<file path="config.mk">
export PLATFORM = sky130hd
export DESIGN_NAME = universal_shift_reg
export DESIGN_NICKNAME = d
export VERILOG_FILES = /design/src/rtl/usr_pkg.sv /design/src/rtl/usr_shift_unit.sv /design/src/rtl/universal_shift_reg.sv
export SDC_FILE = /design/constraint.sdc
export NUM_CORES = 1
export LEC_CHECK = 0
export ABC_AREA = 1
export BUFFER_PORTS_ARGS = -buffer_cell sky130_fd_sc_hd__buf_2
export CORE_ASPECT_RATIO = 1.1
export CORE_UTILIZATION = 35
export CTS_BUF_LIST = sky130_fd_sc_hd__clkbuf_8
export CTS_CLUSTER_SIZE = 8
export DETAILED_ROUTE_END_ITERATION = 10
export GPL_ROUTABILITY_DRIVEN = 0
export PLACE_DENSITY_LB_ADDON = 0.15
export SLEW_MARGIN = 20
export SYNTH_ARGS = -nofsm -noshare
export SYNTH_HDL_FRONTEND = slang
export SYNTH_SLANG_ARGS = --single-unit
export TNS_END_PERCENT = 100
</file>
<file path="constraint.sdc">
create_clock -name clk -period 3.1 [get_ports clk]
set_clock_uncertainty 0.2 [all_clocks]
set_input_delay 0.31 -clock clk [delete_from_list [all_inputs] [get_ports clk]]
set_output_delay 0.31 -clock clk [all_outputs]
set_load 0.03 [all_outputs]
</file>
<file path="src/rtl/usr_pkg.sv">
// Shared definitions for the universal shift register: operation encodings,
// FSM state type and a mode classification helper.
package usr_pkg;

  localparam logic [2:0] MODE_HOLD = 3'b000;
  localparam logic [2:0] MODE_LOAD = 3'b001;
  localparam logic [2:0] MODE_SHR  = 3'b010;
  localparam logic [2:0] MODE_SHL  = 3'b011;
  localparam logic [2:0] MODE_ROR  = 3'b100;
  localparam logic [2:0] MODE_ROL  = 3'b101;
  localparam logic [2:0] MODE_ASR  = 3'b110;

  typedef enum logic {
    ST_IDLE = 1'b0,
    ST_BUSY = 1'b1
  } usr_state_e;

  // Only shift/rotate modes are worth repeating in a burst.
  function automatic logic is_burst_mode(input logic [2:0] m);
    return (m >= MODE_SHR) && (m <= MODE_ASR);
  endfunction

endpackage

</file>
<file path="src/rtl/usr_shift_unit.sv">
// Combinational next-value function for the universal shift register.
// Shared by single enabled operations and burst operations.
module usr_shift_unit
  import usr_pkg::*;
#(
  parameter int unsigned N = 8
) (
  input  logic [2:0]   mode_i,
  input  logic [N-1:0] q_i,
  input  logic [N-1:0] d_i,
  input  logic         si_r_i,
  input  logic         si_l_i,
  output logic [N-1:0] q_o
);

  always_comb begin
    q_o = q_i;
    case (mode_i)
      MODE_LOAD: q_o = d_i;
      MODE_SHR:  q_o = {si_r_i, q_i[N-1:1]};
      MODE_SHL:  q_o = {q_i[N-2:0], si_l_i};
      MODE_ROR:  q_o = {q_i[0], q_i[N-1:1]};
      MODE_ROL:  q_o = {q_i[N-2:0], q_i[N-1]};
      MODE_ASR:  q_o = {q_i[N-1], q_i[N-1:1]};
      default:   q_o = q_i;
    endcase
  end

endmodule

</file>
<file path="src/rtl/universal_shift_reg.sv">
// N-bit universal shift register with single-cycle operations and a counted
// burst engine reporting busy/done.
module universal_shift_reg
  import usr_pkg::*;
#(
  parameter int unsigned N  = 8,
  parameter int unsigned CW = $clog2(N + 1)
) (
  input  logic          clk,
  input  logic          reset_n,
  input  logic          en,
  input  logic [2:0]    mode,
  input  logic [N-1:0]  d,
  input  logic          si_r,
  input  logic          si_l,
  input  logic          start,
  input  logic [CW-1:0] nshift,
  output logic [N-1:0]  q,
  output logic          so_r,
  output logic          so_l,
  output logic          busy,
  output logic          done
);

  usr_state_e    state_q, state_d;
  logic [CW-1:0] cnt_q, cnt_d;
  logic [2:0]    mode_lat_q, mode_lat_d;
  logic [N-1:0]  val_q, val_d;
  logic          done_q, done_d;

  logic [2:0]    op_mode;
  logic [N-1:0]  op_result;

  // In BUSY the latched mode drives the datapath; live inputs are ignored.
  assign op_mode = (state_q == ST_BUSY) ? mode_lat_q : mode;

  usr_shift_unit #(
    .N(N)
  ) u_shift_unit (
    .mode_i (op_mode),
    .q_i    (val_q),
    .d_i    (d),
    .si_r_i (si_r),
    .si_l_i (si_l),
    .q_o    (op_result)
  );

  always_ff @(posedge clk or negedge reset_n) begin
    if (!reset_n) begin
      state_q    <= ST_IDLE;
      cnt_q      <= '0;
      mode_lat_q <= MODE_HOLD;
      val_q      <= '0;
      done_q     <= 1'b0;
    end else begin
      state_q    <= state_d;
      cnt_q      <= cnt_d;
      mode_lat_q <= mode_lat_d;
      val_q      <= val_d;
      done_q     <= done_d;
    end
  end

  always_comb begin
    state_d    = state_q;
    cnt_d      = cnt_q;
    mode_lat_d = mode_lat_q;
    val_d      = val_q;
    done_d     = 1'b0;
    unique case (state_q)
      ST_IDLE: begin
        if (start) begin
          if (is_burst_mode(mode) && (nshift != '0)) begin
            state_d    = ST_BUSY;
            cnt_d      = nshift;
            mode_lat_d = mode;
          end else begin
            done_d = 1'b1;
          end
        end else if (en) begin
          val_d = op_result;
        end
      end
      ST_BUSY: begin
        val_d = op_result;
        cnt_d = cnt_q - CW'(1);
        if (cnt_q == CW'(1)) begin
          state_d = ST_IDLE;
          done_d  = 1'b1;
        end
      end
      default: state_d = ST_IDLE;
    endcase
  end

  always_comb begin
    q    = val_q;
    so_r = val_q[0];
    so_l = val_q[N-1];
    busy = (state_q == ST_BUSY);
    done = done_q;
  end

endmodule

</file>
### After elaboration in Yosys (flattened, before gate mapping)

Index checks and enable logic that the tools add are counted.

| cells by class | value |
|---|---|
| add/subtract/negate cells | 1 |
| $lt $le $gt $ge | 2 |
| eq/ne operators | 11 |
| multiplexer cells | 16 |
| bitwise gates (word level) | 1 |
| reductions and logical operators | 6 |

Operators with widths:

| cell | number |
|---|---|
| $pmux W8 S6 | 1 |
| $mux W8 | 2 |
| $pmux W8 S2 | 1 |
| $eq A3 B3 Y1 const B | 3 |
| $mux W4 | 2 |
| $ne A2 B2 Y1 const B | 4 |
| $pmux W4 S2 | 1 |
| $eq A3 B2 Y1 const B | 2 |
| $mux W1 | 6 |
| $eq A4 B1 Y1 const B | 1 |
| $pmux W1 S2 | 2 |
| $reduce_and A2 Y1 | 2 |
| $reduce_bool A4 Y1 | 1 |
| $sub A4 B1 Y4 const B | 1 |
| $eq A3 B1 Y1 const B | 1 |
| $ge A3 B2 Y1 const B | 1 |
| $le A3 B3 Y1 const B | 1 |
| $mux W3 | 1 |
| $reduce_and A3 Y1 | 1 |
| $logic_and A1 B1 Y1 | 2 |
| $not A1 Y1 | 1 |

| storage, ports and cells | value |
|---|---|
| bits in registers | 17 |
| input port bits | 21 |
| output and inout port bits | 12 |
| word-level logic and storage cells | 42 |

### Logic depth before layout (Yosys ltp)

| depth | value |
|---|---|
| word-level depth | 6 |
| mapped depth | 12 |
| mapped depth without buffers | 11 |

### By module

A second synthesis with hierarchy kept.

| unflattened totals | value |
|---|---|
| cells, all modules | 175 |
| area total of the unflattened synthesis | 1,326.3 µm² |

By module, submodules not included:

| module | times used | cells an instance | area an instance (µm²) |
|---|---|---|---|
| universal_shift_reg | 1 | 98 | 927.1 |
| usr_shift_unit | 1 | 77 | 399.1 |

### Least setup slack after synthesis

OpenSTA, ideal clock, no wires.

| timing | value |
|---|---|
| path kind | flip-flop to flip-flop |
| start point | register state_q, in the netlist busy |
| end point | register val_q[0], in the netlist q[0] |
| arrival | 1.440 ns |
| path slack | 1.343 ns |
| cell stages (with the launch flop) | 11 |
| path buffers | 1 |
| path through | dfrtp_1 -> buf_6 -> nand2_1 -> nand2_4 -> inv_4 -> nand3_1 -> nand2_2 -> o21ai_4 -> inv_4 -> nand2_1 -> nand2_1 |

| on the way | value |
|---|---|
| word-level cells in the longest chain between the ends | 6 |
| elaborated cells on any way between the ends | 15 |

RTL lines:

| what | line | source |
|---|---|---|
| start: declaration | universal_shift_reg.sv:25 | `usr_state_e state_q, state_d;` |
| start signal: assignment | universal_shift_reg.sv:56 | `state_q <= state_d;` |
| $mux W3 | universal_shift_reg.sv:35 | `assign op_mode = (state_q == ST_BUSY) ? mode_lat_q : mode;` |
| $eq A3 B3 Y1 (tied with other cells) | usr_shift_unit.sv:18 | `case (mode_i)` |
| $pmux W8 S6 | usr_shift_unit.sv:18 |  |
| $mux W8 | universal_shift_reg.sv:80 | `end else if (en) begin` |
| $mux W8 | universal_shift_reg.sv:72 | `if (start) begin` |
| $pmux W8 S2 | universal_shift_reg.sv:70 | `unique case (state_q)` |
| end signal: assignment | universal_shift_reg.sv:59 | `val_q <= val_d;` |
| end: declaration | universal_shift_reg.sv:28 | `logic [N-1:0] val_q, val_d;` |

Parallel ways exist; a longest one is shown, timed or not. The select of a mux whose other input is x is not followed.
A chain may end at the register's enable or synchronous reset.

### Final worst setup path

| timing | value |
|---|---|
| start point | register state_q, in the netlist busy |
| end point | register val_q[4], in the netlist q[4] |

Same word-level chain as after synthesis.

==> impl_results.md <==
- # IOs: 33
- Clock-pin slew on the worst setup and hold paths: 0.08 ns
- Setup slack, reg-to-reg: 1.16 ns
- P_int: 0.788 mW
- Peak VDD IR: 0.419 mV
- Syn_area_per_cell: 6.79 sq um
- Critical-path maximum fanout: 15
- Area delta synth->final: 19.4%
- IO buf count: 32
- Global Route Usage Sum: 0.173
- Reg2Reg Depth: 10
- FF-to-FF End: q[4]
- Remaining global-route overflow: 0
- Data required time of the worst path: 3.06 ns
- Crit Path Category: flip-flop to flip-flop
- RSZ-0062 raised after global routing: false
- Slew Limit Fails: 0
- Synth area leader: dfrtp_1
- Clock power frac: 0.102
- CP Capture Type: flip-flop
- Largest net degree at the start of global routing: 18
- Max Clock Freq: 0.514 GHz
- Via density: 4.61
- Row Count: 22
- Setup violations, final: 0
- Nets: 240
- Gate Count Post-Synth: 184
- DR WL/cell: 11.4 um
- Syn_nets: 207
- Worst endpoint data arrival time: 1.90 ns
- Post-Syn Area: 0.00125 sq mm
- Sw Pwr: 0.997 mW
- Worst hold endpoint: cnt_q[0]
- Inserted Diodes: 0
- Top FF cell, synth: dfrtp_1
- Outcome: complete, no violations
- Die width: 59.0 um
- PostCTS Resize Cnt: 0
- Skew-Pair Late Insertion Delay: 0.26 ns
- Setup TNS: 0 ns
- Die Y: 64.6 um
- Top-area cell type share of the netlist area: 0.341
- First-pass GRT wire length: 4970 um
- Async SR Flop Fraction: 1.00
- Share of layout cells above drive strength 1: 0.259
- Worst hold path type: input pin to flip-flop
- Core area: 0.00336 sq mm
- CTS root buf: clkbuf_8
- Library cells used by synthesis: 22
- Initial Utilization: 0.372
- Max_slew headroom: 0.722
- Antenna viol nets, final: 0
- CP startpoint kind: flip-flop
- HPWL Detailed: 2320 um
- Maximum clock insertion buffer count: 2
- Synth area leaders: dfrtp_1 (34%), nand2_1 (19%), nand3_1 (14%)
- Die area: 0.00381 sq mm
- Final Util: 0.444
- CTS tree: built
- Minimum clock period: 1.94 ns
- Clk sinks: 17
- Initial antenna violation count: 0
- Power share of the sequential group: 0.248
- Vias in the first global route: 1133
- Worst reg2reg startpoint: busy
- Sequential share of the synthesized area: 0.341
- Min-delay src: nshift[0]
- Yosys warns: 0
- Seq cells post-synth: 17
- Count leader, synth: nand2_1
- Hold Crit Depth: 3
- Top post-synthesis cells by count: nand2_1 (64), nand3_1 (36), inv_1 (18)
- Drt pass-1 iters: 4
- Final Cycle Share: 0.627
- Worst slew pin tran: 0.417 ns
- Post-route DRC: 0
- Comb pwr share: 0.651
- Final Hold Vio Count: 0
- DR vias: 1216
- Post-synth EDFFs: 0
- CTS buffer count: 3
- First DRT Iteration DRCs: 50
- Pleak: 0.838 nW
- H-tree depth: 1
- Total wire length: 3010 um
- Sw Ratio: 0.559
- Max Cap Viol: 0
- P per Cell Area: 1200 mW/mm^2
[cell usage in the layout (no fill, tap or decap)]
| cell | Yosys | routed |
|---|---|---|
| a21oi_1 | 3 | 3 |
| nand3_1 | 36 | 36 |
| clkbuf_8 | 0 | 3 |
| inv_4 | 2 | 2 |
| o211ai_1 | 1 | 1 |
| buf_2 | 2 | 32 |
| inv_6 | 1 | 1 |
| xor2_1 | 1 | 1 |
| nor2_1 | 11 | 11 |
| nand2_1 | 64 | 64 |
| dlygate4sd3_1 | 0 | 1 |
| ha_1 | 2 | 2 |
| nor2_2 | 1 | 1 |
| o21ai_0 | 2 | 2 |
| o21ai_4 | 1 | 1 |
| nand2_4 | 6 | 6 |
| o21ai_1 | 1 | 1 |
| nand4_1 | 1 | 1 |
| a31oi_1 | 2 | 2 |
| dfrtp_1 | 17 | 17 |
| clkinvlp_4 | 0 | 1 |
| nand2_2 | 9 | 9 |
| inv_1 | 18 | 18 |
[state kept, by name, indices dropped and copies added, names as in the netlist]
register    flops
done            1
cnt_q           4
mode_lat_q      3
busy            1
q               8
[metrics by stage]
| stage | setup WS [ns] | area [sq um] | hold WS [ns] | instances | power [mW] |
|---|---|---|---|---|---|
| 2_1_floorplan | 1.34 | 1250 | -0.186 | 184 | 1.38 |
| 3_3_place_gp | 1.25 | 1430 | 0.0669 | 259 | 1.62 |
| 3_5_place_dp | 1.17 | 1430 | 0.0654 | 259 | 1.62 |
| 4_1_cts | 1.16 | 1490 | 0.0984 | 264 | 1.80 |
| 5_1_grt | 1.00 | 1490 | 0.120 | 264 | 1.96 |
| 6_report | 1.16 | 1490 | 0.100 | 264 | 1.79 |
[cell type report]
cell class / count / area, sq um
clock buffer: 3 / 41.3
clock inverter: 1 / 7.51
fill: 382 / 1870
inverter: 21 / 88.8
multi-input combinational: 141 / 698
sequential: 17 / 425
tap: 48 / 60.1
timing repair buffer: 33 / 170
[timing repair]
action                                 CTS  global route
hold buffers                             1             0
buffers inserted                         0             0
endpoints found under the hold margin   17             0
[power groups by stage]
stage	combinational (mW)	sequential [mW]	clock (mW)
after global routing	1.30	0.461	0.195
after detailed placement	1.17	0.448	0
after floorplan	0.862	0.521	0
after CTS	1.17	0.444	0.187
final	1.16	0.442	0.182
after global placement	1.17	0.449	0
[how the worst max path moves through the flow]
stage | from | end
floorplan | busy | q[0]
global route | busy | q[5]
finish | busy | q[4]
global placement | busy | q[0]
detailed placement | busy | q[4]
CTS | busy | q[4]
[per-layer routing]
metal / vias to the layer above / global-route usage / wire length, um
met3: 4 / 0.0259 / 119
li1: 646 / - / -
met2: 31 / 0.304 / 1490
met1: 535 / 0.208 / 1370
met5: - / 0 / 0
met4: 0 / 0.0655 / 31
[logic make-up (layout without fill, tap and decap cells)]
group	Yosys count	after routing	synth area share
compound gates	10	10	0.0531
xor+xnor	1	1	0.00702
fa+ha+maj	2	2	0.0200
buf+inv	26	58	0.100
flops	17	17	0.341
simple gates	128	128	0.479
[worst max-delay path, stage by stage (launching register included)]
cell and delay [ns]:
dfrtp_1 0.52, inv_6 0.18, nand2_2 0.08, nand2_4 0.15
inv_4 0.08, nand3_1 0.10, nand2_2 0.07, o21ai_4 0.25
inv_4 0.09, nand2_1 0.07, nand2_1 0.04
No activity file was read; power rests on OpenSTA's default activity.
